**src/rtl/serial_subtractor.sv**
```systemverilog
// Bit-serial WIDTH-bit subtractor: {bout,diff} = a - b - bin, one bit per clock, LSB first.
// Optional signed-overflow output ovf is enabled by defining SERIAL_SUB_OVF_EN.
module serial_subtractor #(
  parameter int unsigned WIDTH = 8
) (
  input  logic             clk,
  input  logic             rst_n,
  input  logic             start,
  input  logic [WIDTH-1:0] a,
  input  logic [WIDTH-1:0] b,
  input  logic             bin,
  output logic             busy,
  output logic             done,
  output logic [WIDTH-1:0] diff,
`ifdef SERIAL_SUB_OVF_EN
  output logic             ovf,
`endif
  output logic             bout
);

  localparam int unsigned CntW = $clog2(WIDTH);
  localparam logic [CntW-1:0] CntLast = CntW'(WIDTH - 1);

  typedef enum logic [1:0] {StIdle, StShift, StDone} state_e;

  state_e           state_q, state_d;
  logic [WIDTH-1:0] a_sr_q, a_sr_d;
  logic [WIDTH-1:0] b_sr_q, b_sr_d;
  logic [WIDTH-1:0] res_sr_q, res_sr_d;
  logic [WIDTH-1:0] diff_q, diff_d;
  logic             brw_q, brw_d;
  logic             bout_q, bout_d;
  logic [CntW-1:0]  cnt_q, cnt_d;

  logic             cell_d;
  logic             cell_bo;
  logic [WIDTH-1:0] res_next;

  // Full-subtractor bit slice.
  always_comb begin
    cell_d   = a_sr_q[0] ^ b_sr_q[0] ^ brw_q;
    cell_bo  = (~a_sr_q[0] & b_sr_q[0]) | (~(a_sr_q[0] ^ b_sr_q[0]) & brw_q);
    res_next = {cell_d, res_sr_q[WIDTH-1:1]};
  end

  always_comb begin
    state_d  = state_q;
    a_sr_d   = a_sr_q;
    b_sr_d   = b_sr_q;
    res_sr_d = res_sr_q;
    diff_d   = diff_q;
    brw_d    = brw_q;
    bout_d   = bout_q;
    cnt_d    = cnt_q;
    unique case (state_q)
      StIdle, StDone: begin
        state_d = StIdle;
        if (start) begin
          state_d = StShift;
          a_sr_d  = a;
          b_sr_d  = b;
          brw_d   = bin;
          cnt_d   = '0;
        end
      end
      StShift: begin
        a_sr_d   = {1'b0, a_sr_q[WIDTH-1:1]};
        b_sr_d   = {1'b0, b_sr_q[WIDTH-1:1]};
        res_sr_d = res_next;
        brw_d    = cell_bo;
        cnt_d    = cnt_q + 1'b1;
        if (cnt_q == CntLast) begin
          state_d = StDone;
          diff_d  = res_next;
          bout_d  = cell_bo;
        end
      end
      default: state_d = StIdle;
    endcase
  end

  always_ff @(posedge clk or negedge rst_n) begin
    if (!rst_n) begin
      state_q  <= StIdle;
      a_sr_q   <= '0;
      b_sr_q   <= '0;
      res_sr_q <= '0;
      diff_q   <= '0;
      brw_q    <= 1'b0;
      bout_q   <= 1'b0;
      cnt_q    <= '0;
    end else begin
      state_q  <= state_d;
      a_sr_q   <= a_sr_d;
      b_sr_q   <= b_sr_d;
      res_sr_q <= res_sr_d;
      diff_q   <= diff_d;
      brw_q    <= brw_d;
      bout_q   <= bout_d;
      cnt_q    <= cnt_d;
    end
  end

`ifdef SERIAL_SUB_OVF_EN
  logic ovf_q, ovf_d;

  // Borrow into the MSB slice differs from borrow out of it -> signed overflow.
  always_comb begin
    ovf_d = ovf_q;
    if (state_q == StShift && cnt_q == CntLast) begin
      ovf_d = brw_q ^ cell_bo;
    end
  end

  always_ff @(posedge clk or negedge rst_n) begin
    if (!rst_n) begin
      ovf_q <= 1'b0;
    end else begin
      ovf_q <= ovf_d;
    end
  end

  assign ovf = ovf_q;
`endif

  assign busy = (state_q == StShift);
  assign done = (state_q == StDone);
  assign diff = diff_q;
  assign bout = bout_q;

endmodule

```
**config.mk**
```make
export PLATFORM = sky130hd
export DESIGN_NAME = serial_subtractor
export DESIGN_NICKNAME = d
export VERILOG_FILES = /design/src/rtl/serial_subtractor.sv
export SDC_FILE = /design/constraint.sdc
export NUM_CORES = 1
export LEC_CHECK = 0
export CAP_MARGIN = 20
export CORE_AREA = 2 2 89 57
export DETAILED_ROUTE_END_ITERATION = 8
export DIE_AREA = 0 0 91 59
export PLACE_DENSITY_LB_ADDON = 0.2
export SLEW_MARGIN = 20
export SYNTH_ARGS = -nofsm -noshare
export SYNTH_HDL_FRONTEND = slang
export SYNTH_SLANG_ARGS = --single-unit
```
**constraint.sdc**
```tcl
create_clock -name clk -period 3.1 [get_ports clk]
set_clock_uncertainty 0.2 [all_clocks]
set_input_delay 0.31 -clock clk [delete_from_list [all_inputs] [get_ports clk]]
set_output_delay 0.31 -clock clk [all_outputs]
set_load 0.1 [all_outputs]
```
==> out/results.tsv <==
metric	value	unit
hold_start	res_sr_q[1]	
fin_crit_sh	0.6722	
crit_path_max_incr_delay	500	ps
required	2590	ps
fmax	0.4799	GHz
ys_ff_latch	38	
hold_end	res_sr_q[1]	
synth.distinct_cells	25	
worstSetupPathType	flip-flop to output pin	
ant_nets	0	
gp_congestion	0.6937	
cts_root_buf	clkbuf_8	
nFillCells	430	
r2r-start	cnt_q[1]	
cp_slowest_cell	dfrtp_1	
syn_nets	184	
finalCriticalPeriod	2084	ps
stdcell_count	255	
wirelength	3431	um
drt_first_iter_violations	80	
crit_arrival	1570	ps
first_pass_iters	4	
drive_above_1_share	0.1927	
reg2regPathDepth	4	
mostFrequentLayoutCell	dfrtp_1	
pre_cts_ws	1094	ps
drcViolationCount	0	
crit_fanout	16	
syn2layout_area_growth	25.37	%
r2r_end	diff[7]	
ios	31	
cts_tree	yes	
rsz0062_at_grt	false	
grt_max_degree	39	
antenna_found_initial	0	
cts_buffer_depth	2	
grt_pass1_vias	1321	
synth_top_area_cell	dfrtp_1	
crit_path_end_kind	output pin	
avgSynthCellArea	10.97	sq um
vias_per_cell	4.922	
cts.reportedPaths.clkPinSlew	80	ps
layout.nets	214	
setup_viol	0	
max-slew-margin-rel	0.4471	
ys_warn_count	0	
power	2.635	mW
maxCapViolations	0	
multiInputGateArea	711.9	sq um
fin_setup_tns	0	ps
power-per-cell-area	1191	nW/um^2
cp_cell_sequence	nand2b_4 -> inv_2 -> buf_4	
min_delay_path_depth	2	
core_area	4469	sq um
vias	1255	
synth-seq-area-share	0.5386	
p_leak	0.9961	nW
tightestPinTransition	829.3	ps
rows	19	
most-common-layout-cells	38 x dfrtp_1, 22 x nand2_1, 18 x clkdlybuf4s50_1	
dieArea	5369	sq um
numPortBuffers	30	
setup.worst_path.start_class	flip-flop	
setup_ws	1016	ps
die_h	59	um
slew_viol_final	0	
grt_pass1_wl	6051	um
dieWidth	91	um
min_path_type	flip-flop to flip-flop	
synth_cells	161	
cts_post_setup_buffers_inserted	0	
grtUsageTotal	0.1432	
timing_hold_violations_final	0	
synth_top_area_frac	0.5386	
syn_area	1765	sq um
fin_hold_ws	293.1	ps
startpoint	state_q[1]	
irDropWorstVdd	0.3673	mV
cts_sinks	38	
r2r_slack	1210	ps
seqCellArea	950.9	sq um
grt-ovfl-total	0	
wire_per_inst	13.45	um
cts_buffers	5	
clock_latency	290	ps
synth_area_leaders	dfrtp_1 54%, mux2_2 7.0%, mux2i_1 6.2%	
status	completed	
start_util	0.3950	
dp_hpwl	2409	um
ctsHtreeMaxLevel	2	
diodes	0	
dp.cells	246	
## final cells by class
class | count | area share
Inverter | 9 | 0.01526
Clock buffer | 5 | 0.03109
Clock inverter | 3 | 0.03109
Multi-Input combinational cell | 103 | 0.3217
Sequential cell | 38 | 0.4296
Tap cell | 63 | 0.03561
Timing Repair Buffer | 34 | 0.1357
## worst max path at each step
| stage | slack (ps) | depth (start not counted) | end |
|---|---|---|---|
| 2_1_floorplan | 530 | 3 | done |
| 3_3_place_gp | 1170 | 4 | b_sr_q[5] |
| 3_5_place_dp | 1090 | 4 | b_sr_q[5] |
| 4_1_cts | 1000 | 3 | busy |
| 5_1_grt | 930 | 3 | busy |
| 6_report | 1020 | 3 | busy |
## cells by family after synthesis
kind of cell / Yosys count / synth area share
multiplexers: 22 / 0.1325
buffers and inverters: 20 / 0.05811
AND/OR/NAND/NOR: 42 / 0.1191
AO/OA/AOI/OAI: 36 / 0.1261
flip-flops: 38 / 0.5386
adder cells (fa/ha/maj): 3 / 0.02551
## stage by stage
stage | instance area [sq um] | util
after floorplan | 1765 | -
after detailed placement | 2066 | 0.4622
after CTS | 2213 | 0.4952
after global routing | 2213 | 0.4952
final | 2213 | 0.4952
after global placement | 2066 | 0.4622
## flip-flops by register name, indices dropped and copies added, names as in the netlist
register / flops
b_sr_q: 8
brw_q: 1
a_sr_q: 8
bout: 1
cnt_q: 3
diff: 8
state_q: 2
res_sr_q: 7
## metal layers
layer | track usage | wire, um | vias up
met5 | 0 | 0 | -
met4 | 0.04762 | 38 | 0
met3 | 0.04580 | 164 | 5
met2 | 0.2413 | 1608 | 19
met1 | 0.1790 | 1621 | 620
li1 | - | - | 611
## where the power goes
group,internal (mW),switching (mW),total [mW]
registers,0.729,0.160,0.889
logic,0.415,0.829,1.24
clock network,0.322,0.179,0.502
total,1.47,1.17,2.64
## Yosys cell counts (all sizes together)
| library cell | n |
|---|---|
| dfrtp | 38 |
| nand2 | 22 |
| a21oi | 14 |
| mux2 | 11 |
| mux2i | 11 |
| nor2b | 11 |
| a211oi | 10 |
| buf | 10 |
| inv | 9 |
| o21ai | 5 |
| o22ai | 4 |
| nand3 | 3 |
| a22o | 2 |
| ha | 2 |
| nand2b | 2 |
| nor2 | 2 |
| a221o | 1 |
| and2 | 1 |
| clkbuf | 1 |
| fa | 1 |
| nand3b | 1 |
## critical path, delay by kind of cell (launching register included)
family | cells | cell delay (ps)
buffers and inverters | 2 | 500
AND/OR/NAND/NOR | 1 | 280
flip-flops | 1 | 500
## repair_timing
item	in CTS	in global routing
hold buffers	1	0
resized for setup	0	0
hold endpoints to repair	38	0
endpoints found under the setup margin	0	0
(Power assumes the default switching activity.)
